<file path="src/rtl/mult_share_arbiter.sv">
// Round-robin arbiter that time-shares one signed 9x9 multiplier among NREQ requesters.
// One operation in flight: IDLE grants, MUL registers the product, RESP holds it until accepted.
module mult_share_arbiter #(
    parameter int NREQ = 4,
    parameter int IDW  = 2
) (
    input  logic              clk,
    input  logic              rst_n,
    input  logic [NREQ-1:0]   req_valid,
    output logic [NREQ-1:0]   req_ready,
    input  logic [9*NREQ-1:0] req_a,
    input  logic [9*NREQ-1:0] req_b,
    output logic              rsp_valid,
    input  logic              rsp_ready,
    output logic [IDW-1:0]    rsp_id,
    output logic [16:0]       rsp_result,
    output logic              rsp_ovf,
    output logic              busy
);

    typedef enum logic [1:0] {
        IDLE = 2'd0,
        MUL  = 2'd1,
        RESP = 2'd2
    } state_t;

    state_t state, state_nxt;

    logic [IDW-1:0]    ptr;
    logic [IDW-1:0]    cand;
    logic [IDW-1:0]    grant_id;
    logic              grant_any;
    logic [NREQ-1:0]   grant_oh;
    logic              handshake;
    logic signed [8:0] sel_a, sel_b;
    logic signed [8:0] op_a, op_b;
    logic [IDW-1:0]    op_id;
    logic signed [17:0] prod;

    // Search starts one past the last granted requester.
    always_comb begin
        grant_oh  = '0;
        grant_id  = '0;
        grant_any = 1'b0;
        cand      = '0;
        for (int unsigned i = 1; i <= NREQ; i++) begin
            cand = IDW'((32'(ptr) + i) % NREQ);
            if (!grant_any && req_valid[cand]) begin
                grant_any = 1'b1;
                grant_id  = cand;
            end
        end
        if (grant_any) grant_oh[grant_id] = 1'b1;
    end

    always_comb begin
        sel_a = '0;
        sel_b = '0;
        for (int unsigned k = 0; k < NREQ; k++) begin
            if (grant_id == IDW'(k)) begin
                sel_a = req_a[9*k +: 9];
                sel_b = req_b[9*k +: 9];
            end
        end
    end

    // rst_n gates the grant so req_ready is zero for the whole reset window.
    assign req_ready = (state == IDLE && rst_n) ? grant_oh : '0;
    assign handshake = (state == IDLE) && grant_any;
    assign rsp_valid = (state == RESP);
    assign busy      = (state != IDLE);
    assign prod      = op_a * op_b;

    always_comb begin
        state_nxt = IDLE;
        case (state)
            IDLE:    state_nxt = grant_any ? MUL : IDLE;
            MUL:     state_nxt = RESP;
            RESP:    state_nxt = rsp_ready ? IDLE : RESP;
            default: state_nxt = IDLE;
        endcase
    end

    always_ff @(posedge clk or negedge rst_n) begin
        if (!rst_n) state <= IDLE;
        else        state <= state_nxt;
    end

    always_ff @(posedge clk or negedge rst_n) begin
        if (!rst_n) begin
            ptr        <= IDW'(NREQ - 1);
            op_a       <= '0;
            op_b       <= '0;
            op_id      <= '0;
            rsp_id     <= '0;
            rsp_result <= '0;
            rsp_ovf    <= 1'b0;
        end else begin
            if (handshake) begin
                ptr   <= grant_id;
                op_a  <= sel_a;
                op_b  <= sel_b;
                op_id <= grant_id;
            end
            // Only 65536 = (-256)*(-256) leaves the 17-bit signed range.
            if (state == MUL) begin
                rsp_id     <= op_id;
                rsp_result <= prod[16:0];
                rsp_ovf    <= prod[17] ^ prod[16];
            end
        end
    end

endmodule

</file>
<file path="config.mk">
export PLATFORM = sky130hd
export DESIGN_NAME = mult_share_arbiter
export DESIGN_NICKNAME = d
export VERILOG_FILES = /design/src/rtl/mult_share_arbiter.sv
export SDC_FILE = /design/constraint.sdc
export NUM_CORES = 1
export LEC_CHECK = 0
export BUFFER_PORTS_ARGS = -buffer_cell sky130_fd_sc_hd__buf_2
export CAP_MARGIN = 10
export CORE_UTILIZATION = 58
export DETAILED_ROUTE_END_ITERATION = 12
export PLACE_DENSITY = 0.85
export SYNTH_ARGS = -nofsm -noshare
export SYNTH_HDL_FRONTEND = slang
export SYNTH_SLANG_ARGS = --single-unit
</file>
<file path="constraint.sdc">
create_clock -name clk -period 7.5 [get_ports clk]
set_input_delay 0.75 -clock clk [delete_from_list [all_inputs] [get_ports clk]]
set_output_delay 0.75 -clock clk [all_outputs]
set_load 0.05 [all_outputs]
</file>
==> qor.log <==
qor: synth.synth_top_cell_by_area fa_1
qor: critical_path.critical-path-slowest-cell fa_1
qor: floorplan.initial_utilization 60.50%
qor: synth.postSynthRegisterBits 44
qor: floorplan.row_count 34
qor: hold_path.min_from rsp_result[10]
qor: global_route.via_count_of_the_first_global_routing_pass 4330
qor: critical_path.cp.required 7.65 ns
qor: critical_path.rr_endpoint rsp_ovf
qor: layout.finalNetCount 834
qor: synth.syn_avg_cell_area 9.429 sq um
qor: detailed_routing.antenna_violating_nets_post_route 0
qor: floorplan.design.core.area 8806 sq um
qor: synth.synth_enable_flop_cells 0
qor: cts.cts.htree.levels 2
qor: global_route.grt_start_max_net_pins 47
qor: sta.slew-limit-headroom 26.84%
qor: cts.cts.repair.resized 0
qor: placement.port_buffers 104
qor: sta.setup_violations_final 0
qor: synth.synth_cells 565
qor: sta.finalCritPeriodShare 66.51%
qor: cts.clock_tree_from_tritoncts built
qor: synth.top_cells_by_area_in_the_synthesized_netlist fa_1 (26%), dfrtp_1 (20%), ha_1 (8.9%)
qor: synth.postSynthNetCount 752
qor: global_route.gr-usage-all-layers 24.87%
qor: cts.post-cts-setup-buffers 0
qor: critical_path.critical_path.most_common_cell fa_1
qor: placement.gp_routability_congestion 0.8495
qor: critical_path.crit_fanout 10
qor: floorplan.io_pins 105
qor: critical_path.rrSetupSlack 2.51 ns
qor: sta.fin_setup_tns 0 ns
qor: critical_path.timing_worst_setup_path_type flip-flop to flip-flop
qor: critical_path.rr_worst_depth 15
qor: cts.numClockSinks 44
qor: hold_path.holdPathEnd rsp_result[10]
qor: detailed_routing.detail_route.drc_violations 7
qor: critical_path.timing.rr.start op_b[0]
qor: detailed_routing.vias 4067
qor: layout.layout_common_cells buf_2 (104), nand2_1 (91), inv_1 (70), fa_1 (70), dfrtp_1 (42)
qor: sta.finalWorstPathRequiredPeriod 4.988 ns
qor: outcome.status complete, but fails checks
qor: sta.max_clock_freq 200.5 MHz
qor: detailed_routing.dr.first_iter.drc_count 164
qor: outcome.failing_checks design-rule violations
qor: cts.cts_buffers 5
qor: layout.final_common_cell buf_2
qor: synth.synth.distinct_cells 46
qor: synth.netlist_area 5328 sq um
qor: floorplan.die_area 9573 sq um
qor: global_route.grt.overflow.total 0
qor: critical_path.critical_path.startpoint_type flip-flop
qor: floorplan.die_h 97.84 um
qor: layout.drive_above_1_share 21.45%
qor: critical_path.worst_setup_path_end_kind flip-flop
qor: layout.flow.area_growth_from_synthesis 12.14%
qor: cts.cts_root_buf clkbuf_8
qor: sta.final-hold-violation-count 0
qor: hold_path.worst_hold_path.num_cells 2
qor: hold_path.hold_path_class flip-flop to flip-flop
qor: floorplan.die_width 97.84 um
qor: cts.clk_path_buf_depth 2
qor: global_route.grt_antenna_before_repair 0
qor: synth.ys_warn_count 0
qor: cts.path_clk_slew 0.09 ns
qor: detailed_routing.vias_per_instance 5.380
qor: sta.finalClockSkew 0.009136 ns
qor: global_route.grt_pass1_wl 19.33 mm
qor: synth.ys_dominant_reg_cell dfrtp_1
qor: critical_path.max_stage_delay 0.75 ns
qor: sta.slew_viols_final 0
qor: detailed_routing.route.detailed.wl_per_inst 14.43 um
qor: synth.synth.top_cell.area_share 26.30%
qor: placement.detailedPlacementHpwl 9.057 mm
qor: sta.worst_slew_pin_slew 1.097 ns
qor: layout.antenna_cells_inserted 0
qor: critical_path.worst_ep_arrival 5.14 ns
qor: critical_path.cell_breakdown_of_the_critical_path nand2_1 > fa_1 > inv_1 > fa_1 > fa_1 > fa_1 > ha_1 > ha_1 > nand2_1 > a211oi_2 > a21oi_2 > a311oi_2 > xor2_1 > xnor2_1 > o21ai_1
qor: synth.seq_area_frac_synth 20.71%
qor: synth.synth_async_sr_flop_share 100.0%
qor: job.maxCapViolCount 0
qor: cts.insertion_delay 0.31 ns
qor: sta.rsz0062_at_grt no
qor: cts.cts_hold_buffers 0
qor: detailed_routing.detail_route.first_pass.iterations 8
qor: detailed_routing.drt_wl_total 10.91 mm
[critical path: cells and delay by family (launching register included)]
family	cells	cell delay, ns
xor gates and xnor gates	2	0.39
and+or+nand+nor	2	0.28
AOI/OAI and AO/OA	4	0.60
DFF	1	0.53
buffers and inverters	1	0.10
adders and majority gates	6	2.94
[cell families (layout without fill, tap and decap cells)]
logic type               after synthesis  after routing  synth area share (%)
flip-flops                            44             44                 20.71
AO/OA/AOI/OAI                         82             82                 9.441
AND/OR/NAND/NOR                      164            164                 14.44
multiplexers                          47             47                 9.488
buffers and inverters                103            186                 7.891
XOR/XNOR                              17             17                 2.795
adder cells (fa/ha/maj)              108            108                 35.23
[cells in the mapped netlist (all sizes together), types with 4 or more instances]
cell type,instances
o21ai,51
nor3,4
mux2,28
nor2b,9
nand2,92
inv,71
dfrtp,42
ha,38
buf,11
a21o,7
a21oi,10
fa,70
xor2,7
xnor2,10
nand2b,4
nand3,4
clkbuf,21
nor2,10
mux2i,19
and2,33
[per-layer routing]
| metal | global-route usage (%) | part of all wire [%] | up-vias |
|---|---|---|---|
| met5 | 0 | 0 | - |
| li1 | - | - | 1962 |
| met2 | 44.53 | 50 | 138 |
| met4 | 6.760 | 2.0 | 0 |
| met3 | 3.937 | 4.9 | 25 |
| met1 | 31.20 | 43 | 1942 |
[registers in the layout (all words and copies together), names as in the netlist]
signal / flops
op_a: 9
rsp_result: 17
op_b: 9
state: 2
op_id: 2
rsp_id: 2
ptr: 2
rsp_ovf: 1
[through the flow]
step	instance area (sq um)	worst slack, ns	hold WS (ns)	util, %	instances
2_1_floorplan	5328	2.812	0.4453	-	565
3_3_place_gp	5859	2.687	0.4563	66.54	748
3_5_place_dp	5859	2.498	0.4616	66.54	748
4_1_cts	5974	2.472	0.4830	67.85	756
5_1_grt	5974	2.209	0.5128	67.85	756
6_report	5974	2.512	0.4775	67.85	756
[worst max-delay path by stage]
stage	from	end	slack [ns]	cells after the start
detailed placement	op_b[0]	rsp_ovf	2.50	15
finish	op_b[0]	rsp_ovf	2.51	15
floorplan	op_b[2]	rsp_ovf	2.81	19
CTS	op_b[0]	rsp_ovf	2.47	15
global placement	op_b[2]	rsp_ovf	2.69	18
global route	op_b[0]	rsp_ovf	2.21	15
[cell type report]
type,instances,area (sq um)
multi-input combinational,418,3811
inverter,71,266.5
timing repair buffer,107,543.0
fill,664,2831
sequential,44,1104
clock buffer,5,68.82
clock inverter,3,46.29
tap,108,135.1
Power is not shown: default switching activity piles up to over one toggle a cycle in this logic, so the estimate is an artifact.
